### config.mk
export PLATFORM = sky130hd
export DESIGN_NAME = updown_counter_mod
export DESIGN_NICKNAME = d
export VERILOG_FILES = /design/src/rtl/updown_counter_mod.sv
export SDC_FILE = /design/constraint.sdc
export NUM_CORES = 1
export LEC_CHECK = 0
export ABC_AREA = 1
export ABC_CLOCK_PERIOD_IN_PS = 11200
export CAP_MARGIN = 20
export CORE_ASPECT_RATIO = 0.9
export CORE_MARGIN = 1.5
export CORE_UTILIZATION = 45
export DETAILED_ROUTE_END_ITERATION = 10
export PLACE_DENSITY = 0.66
export SLEW_MARGIN = 20
export SYNTH_ARGS = -nofsm -noshare
export SYNTH_HDL_FRONTEND = slang
export SYNTH_SLANG_ARGS = --single-unit
### constraint.sdc
create_clock -name clk -period 11.2 [get_ports clk]
set_input_delay 2.24 -clock clk [delete_from_list [all_inputs] [get_ports clk]]
set_output_delay 2.24 -clock clk [all_outputs]
set_load 0.05 [all_outputs]
### src/rtl/updown_counter_mod.sv
`default_nettype none
// ============================================================================
// Module      : updown_counter_mod
// Description : Up/down counter with programmable step, inclusive upper bound,
//               wrap or saturate mode, terminal-count pulse and sticky flags.
// Revision    : 1.0 - initial release
// ============================================================================
module updown_counter_mod #(
    parameter int WIDTH     = 8,
    parameter int STEP_W    = 4,
    parameter int RESET_VAL = 0,
    parameter int SATURATE  = 0
) (
    input  logic              clk,
    input  logic              reset,
    input  logic [WIDTH-1:0]  data_in,
    input  logic              load,
    input  logic              enable,
    input  logic              up_down,
    input  logic [STEP_W-1:0] step,
    input  logic [WIDTH-1:0]  max_val,
    input  logic              clear_flags,
    output logic [WIDTH-1:0]  data_out,
    output logic              tc,
    output logic              load_err,
    output logic              ovf_sticky,
    output logic              unf_sticky
);

    localparam logic [WIDTH-1:0] c_RESET_VAL = WIDTH'(RESET_VAL);
    localparam logic [WIDTH:0]   c_ONE_X     = {{WIDTH{1'b0}}, 1'b1};

    logic [WIDTH-1:0] r_count;
    logic             r_tc;
    logic             r_load_err;
    logic             r_ovf;
    logic             r_unf;

    // Boundary arithmetic is carried in WIDTH+1 bits so max_val = 2^WIDTH-1 cannot overflow.
    logic [WIDTH:0]   w_cnt_x;
    logic [WIDTH:0]   w_max_x;
    logic [WIDTH:0]   w_step_x;
    logic [WIDTH:0]   w_sum;
    logic [WIDTH:0]   w_up_wrap;
    logic [WIDTH:0]   w_dn_wrap;
    logic [WIDTH-1:0] w_diff;

    logic [WIDTH-1:0] w_count_nxt;
    logic             w_tc_nxt;
    logic             w_load_err_nxt;
    logic             w_set_ovf;
    logic             w_set_unf;

    assign w_cnt_x   = {1'b0, r_count};
    assign w_max_x   = {1'b0, max_val};
    assign w_step_x  = (WIDTH + 1)'(step);
    assign w_sum     = w_cnt_x + w_step_x;
    assign w_up_wrap = w_sum - w_max_x - c_ONE_X;
    assign w_dn_wrap = w_cnt_x + w_max_x + c_ONE_X - w_step_x;
    assign w_diff    = r_count - WIDTH'(step);

    always_comb begin
        w_count_nxt    = r_count;
        w_tc_nxt       = 1'b0;
        w_load_err_nxt = 1'b0;
        w_set_ovf      = 1'b0;
        w_set_unf      = 1'b0;
        if (load) begin
            if (data_in <= max_val) begin
                w_count_nxt = data_in;
            end else begin
                w_count_nxt    = max_val;
                w_load_err_nxt = 1'b1;
            end
        end else if (enable) begin
            if (r_count > max_val) begin
                // Bound was lowered beneath the count: pull back in silently.
                w_count_nxt = max_val;
            end else if (step == '0) begin
                w_count_nxt = r_count;
            end else if (up_down) begin
                if (w_sum <= w_max_x) begin
                    w_count_nxt = w_sum[WIDTH-1:0];
                end else begin
                    w_tc_nxt  = 1'b1;
                    w_set_ovf = 1'b1;
                    if (SATURATE != 0)
                        w_count_nxt = max_val;
                    else if (w_up_wrap > w_max_x)
                        w_count_nxt = max_val;
                    else
                        w_count_nxt = w_up_wrap[WIDTH-1:0];
                end
            end else begin
                if (w_cnt_x >= w_step_x) begin
                    w_count_nxt = w_diff;
                end else begin
                    w_tc_nxt  = 1'b1;
                    w_set_unf = 1'b1;
                    if (SATURATE != 0)
                        w_count_nxt = '0;
                    else if (w_dn_wrap > w_max_x)
                        w_count_nxt = max_val;
                    else
                        w_count_nxt = w_dn_wrap[WIDTH-1:0];
                end
            end
        end
    end

    always_ff @(posedge clk) begin
        if (!reset) begin
            r_count    <= c_RESET_VAL;
            r_tc       <= 1'b0;
            r_load_err <= 1'b0;
            r_ovf      <= 1'b0;
            r_unf      <= 1'b0;
        end else begin
            r_count    <= w_count_nxt;
            r_tc       <= w_tc_nxt;
            r_load_err <= w_load_err_nxt;
            // A set event on the same edge as clear_flags wins.
            r_ovf      <= (r_ovf & ~clear_flags) | w_set_ovf;
            r_unf      <= (r_unf & ~clear_flags) | w_set_unf;
        end
    end

    assign data_out   = r_count;
    assign tc         = r_tc;
    assign load_err   = r_load_err;
    assign ovf_sticky = r_ovf;
    assign unf_sticky = r_unf;

endmodule
`default_nettype wire

=== Word level (Yosys, flattened, before mapping) ===
Index checks and enable logic that the tools add are counted.

* Input port bits: 26
* Bits in registers: 12
* Logic and storage cells: 55

* Reductions and logical operators: 5
* Muxes and demuxes: 24
* Add/subtract/negate cells: 7
* Equality and inequality tests: 1
* Bitwise logic cells: 7
* Magnitude comparators: 6

{| class="wikitable"
|+ Operator list
! operator !! number
|-
| $mux 8 || 10
|-
| $gt 9x8->1 || 2
|-
| $mux 1 || 14
|-
| $add 8x4->9 || 1
|-
| $add 8x8->9 || 1
|-
| $add 9x1->9 const B || 1
|-
| $le 9x8->1 || 1
|-
| $sub 9x1->9 const B || 1
|-
| $sub 9x4->9 || 1
|-
| $sub 9x8->9 || 1
|-
| $ge 8x4->1 || 1
|-
| $gt 8x8->1 || 1
|-
| $le 8x8->1 || 1
|-
| $sub 8x4->8 || 1
|-
| $reduce_or 5->1 || 1
|-
| $logic_not 4->1 || 1
|-
| $reduce_and 2->1 || 2
|-
| $ne 3x3->1 const B || 1
|-
| $not 1->1 || 3
|-
| $and 1x1->1 || 2
|-
| $or 1x1->1 || 2
|-
| $reduce_bool 2->1 || 1
|}

=== Logic depth before layout (Yosys ltp) ===
* Word-level depth: 11
* Gate-level depth with buffers: 35
* Gate-level depth less buffers: 33

=== Least setup slack after synthesis ===
OpenSTA, ideal clock, no wires.

* Path type: input -> register
* From: input port step[2]
* To: register r_count[1], in the netlist data_out[1]
* Library setup time: 0.116 ns
* Slack: 5.779 ns
* Data arrival time: 5.305 ns
* Stages on the path: 35
* Cells stage by stage: inv_1 -> ha_1 -> buf_2 -> inv_2 -> a21oi_1 -> nand2_1 -> nand2_1 -> nand2_1 -> nand2_1 -> xor2_1 -> inv_1 -> ha_1 -> nand2_1 -> inv_1 -> nand2_1 -> nand2_1 -> xor2_1 -> inv_1 -> ha_1 -> nand2_1 -> inv_1 -> nand2_1 -> nand2_1 -> nand2_1 -> nand2_1 -> nand2_2 -> nand2_4 -> buf_6 -> nand2_1 -> o21ai_1 -> nor2_1 -> nor2_1 -> nand2_1 -> nand2_1 -> a21oi_2

* Cells in the longest elaborated chain, start to end: 11
* Elaborated cells on any way between the ends: 20

{| class="wikitable"
|+ RTL lines
! element !! RTL line !! RTL
|-
| start: declaration || 20 || <nowiki>input logic [STEP_W-1:0] step,</nowiki>
|-
| $add 8x4->9 || 57 || <nowiki>assign w_sum = w_cnt_x + w_step_x;</nowiki>
|-
| $sub 9x8->9 || 58 || <nowiki>assign w_up_wrap = w_sum - w_max_x - c_ONE_X;</nowiki>
|-
| $sub 9x1->9 || 58 ||
|-
| $gt 9x8->1 || 89 || <nowiki>else if (w_up_wrap > w_max_x)</nowiki>
|-
| $mux 8 || 89 ||
|-
| $mux 8 || 82 || <nowiki>if (w_sum <= w_max_x) begin</nowiki>
|-
| $mux 8 || 81 || <nowiki>end else if (up_down) begin</nowiki>
|-
| $mux 8 || 79 || <nowiki>end else if (step == '0) begin</nowiki>
|-
| $mux 8 || 76 || <nowiki>if (r_count > max_val) begin</nowiki>
|-
| $mux 8 || 75 || <nowiki>end else if (enable) begin</nowiki>
|-
| $mux 8 || 68 || <nowiki>if (load) begin</nowiki>
|-
| end signal: assignment || 113 || <nowiki>r_count <= c_RESET_VAL;</nowiki>
|-
| end signal: assignment || 119 || <nowiki>r_count <= w_count_nxt;</nowiki>
|-
| end: declaration || 33 || <nowiki>logic [WIDTH-1:0] r_count;</nowiki>
|}

Several ways; a longest one is shown, not always the timed one. The select of a mux whose other input is x is not followed.
A chain may end at the register's enable or synchronous reset.

=== Worst setup path in the final report ===
* From: input port step[2]
* To: register r_count[6], in the netlist data_out[6]

The elaborated chain is that of the path after synthesis.

==> results.json <==
{
  "cts_tree": "yes",
  "layout.nets": 680,
  "worstPathArrival_ns": 6.48,
  "outcome": "finished clean",
  "vias": 3644,
  "ios": 38,
  "fin_area_um2": 3960,
  "grt_antenna_before_repair": 0,
  "whs_ns": 0.470,
  "ys_seq_area_share_pct": 6.93,
  "ir_worst_vdd_v": 0.0000634,
  "drtIter0Drc": 185,
  "finalCriticalPeriod_ns": 6.30,
  "syn_area_um2": 3460,
  "htreeDepth": 1,
  "die_h_um": 86.2,
  "dieArea_um2": 8240,
  "wl_per_cell_um": 15.2,
  "remaining_drc_errors": 0,
  "vias_per_cell": 5.36,
  "crit_top_cell": "nand2_1",
  "ys_warn_count": 0,
  "synthDistinctLibCells": 40,
  "port_buffers": 37,
  "hold_viol_final": 0,
  "cts_hold_buf": 0,
  "worst_slew_pin_slew_ns": 0.628,
  "critPathMaxFanout": 13,
  "place_ws_ns": 4.71,
  "grt_pass1_wl_um": 17200,
  "fillers": 792,
  "hold_path_class": "flop to flop",
  "max_freq_ghz": 0.159,
  "ctsResizeCount": 0,
  "first_pass_iters": 5,
  "async_flop_share_pct": 0,
  "cp_slowest_cell": "clkdlybuf4s50_1",
  "hold_start": "unf_sticky",
  "synth_cells": 552,
  "clock-sinks": 12,
  "final_util_pct": 52.7,
  "grt_max_degree": 17,
  "gp_congestion": 0.984,
  "clk_pin_slew_ns": 0.06,
  "slowest_delay_ns": 0.57,
  "grt_use_total_pct": 26.7,
  "cp-start-kind": "input pin",
  "rsz0062_at_grt": "no",
  "cts_made_buffers": 3,
  "grt_pass1_vias": 3528,
  "place_hpwl_um": 8520,
  "clock_skew_ns": 0.00819,
  "finalWorstSetupSlack_ns": 4.90,
  "root_buffer": "clkbuf_8",
  "antenna_cells": 0,
  "syn_nets": 647,
  "die_w_um": 95.5,
  "powerDensity_nw_per_um2": 141,
  "placed_cell_area_um2": 3900,
  "synth_edf_count": 0,
  "gr-total-overflow": 0,
  "slew_headroom_pct": 58.0,
  "reg2reg_slack_ns": 7.02,
  "core_um2": 7510,
  "final_max_slew_viol_count": 0,
  "critPathKind": "input pin to flop",
  "setup_viol": 0,
  "cp_data_required_time_ns": 11.38,
  "areaGrowthSynthToFinish_pct": 14.3,
  "r2r-start": "data_out[1]",
  "post-route-period-util_pct": 56.3,
  "p_leak_nw": 2.12,
  "num_rows": 30,
  "postRouteAntennaNets": 0,
  "synth.avg_cell_area_um2": 6.28,
  "cap_violations": 0,
  "clk_latency_ns": 0.25,
  "layout-drive-gt1-share_pct": 7.71,
  "synth_ff_type": "dfxtp_1",
  "timing.critical_path.from": "step[2]",
  "start_util_pct": 46.2,
  "cp-end-kind": "flop",
  "cts_setup_buffers": 0,
  "tns_ns": 0,
  "drt-total-wl_um": 10400,
  "cts_buffer_depth": 2,
  "ys_seq_elements": 12
}
## worst paths after layout
kind,to,cells past startpoint
setup / recovery,data_out[6],32
hold / removal,unf_sticky,2
setup reg to reg,data_out[6],30
hold reg to reg,unf_sticky,2
## cells in the mapped netlist (4+ instances only)
cell type | number | share of area [%]
ha_1 | 62 | 22
nor2_1 | 32 | 3.5
nand3b_1 | 5 | 1.1
o21ai_0 | 24 | 3.5
nand2_2 | 10 | 1.8
nor3_1 | 5 | 0.72
inv_1 | 87 | 9.4
nand4_1 | 7 | 1.3
dfxtp_1 | 12 | 6.9
nand2_4 | 4 | 1.3
o21ai_1 | 5 | 0.72
nand2_1 | 141 | 15
clkbuf_1 | 4 | 0.43
nand3_1 | 41 | 5.9
inv_2 | 6 | 0.65
a21oi_1 | 44 | 6.4
fa_1 | 7 | 4.0
xor2_1 | 16 | 4.0
a21oi_2 | 9 | 2.3
## kinds of logic (layout without fill, tap and decap cells)
family,after synthesis,after routing,share of synthesized area (%)
and+or+nand+nor,255,255,33.9
buffers and inverters,105,137,12.1
AOI/OAI and AO/OA,91,91,15.0
adders and majority gates,69,69,26.4
xor gates and xnor gates,20,20,5.60
DFF,12,12,6.93
## per-stage QoR
step | instances | total power [mW]
finish | 680 | 0.559
global route | 680 | 0.624
CTS | 680 | 0.554
detailed placement | 676 | 0.504
global placement | 675 | 0.500
floorplan | 552 | 0.396
## critical path, delay by kind of cell
family / cells / cell delay [ns]
and+or+nand+nor: 17 / 1.34
adders and majority gates: 3 / 1.07
buffers and inverters: 6 / 0.95
AOI/OAI and AO/OA: 4 / 0.59
xor gates and xnor gates: 2 / 0.28
## power by group
| group | internal [mW] | switching, mW |
|---|---|---|
| Sequential | 0.0472 | 0.0101 |
| Clock | 0.0311 | 0.0186 |
| Combinational | 0.160 | 0.291 |
## cell type report
| type | instances | area (um2) | area share (%) |
|---|---|---|---|
| multi-input combinational | 435 | 2810 | 70.9 |
| timing repair buffer | 38 | 375 | 9.48 |
| tap | 96 | 120 | 3.03 |
| sequential | 12 | 240 | 6.07 |
| clock buffer | 4 | 55.1 | 1.39 |
| inverter | 95 | 362 | 9.13 |
## registers in the layout, summed over array words and instances (netlist names)
register,cells
unf_sticky,1
tc,1
load_err,1
ovf_sticky,1
data_out,8
## placed cells by master, fill, tap and decap left out, types with 9 or more instances in the layout
master	instances
a21oi_1	44
nor2_1	32
clkdlybuf4s50_1	37
ha_1	62
a21oi_2	9
dfxtp_1	12
xor2_1	16
nand3_1	41
nand2_1	141
nand2_2	10
o21ai_0	24
inv_1	87
## metal layers
metal	wire (um)	global-route usage, %	vias to the layer above
met5	0	0	-
met4	211	7.22	0
met3	417	0.965	16
met2	4900	46.4	107
met1	4830	36.0	1667
li1	-	-	1854
Note: power is estimated with default switching activity, not from simulation.
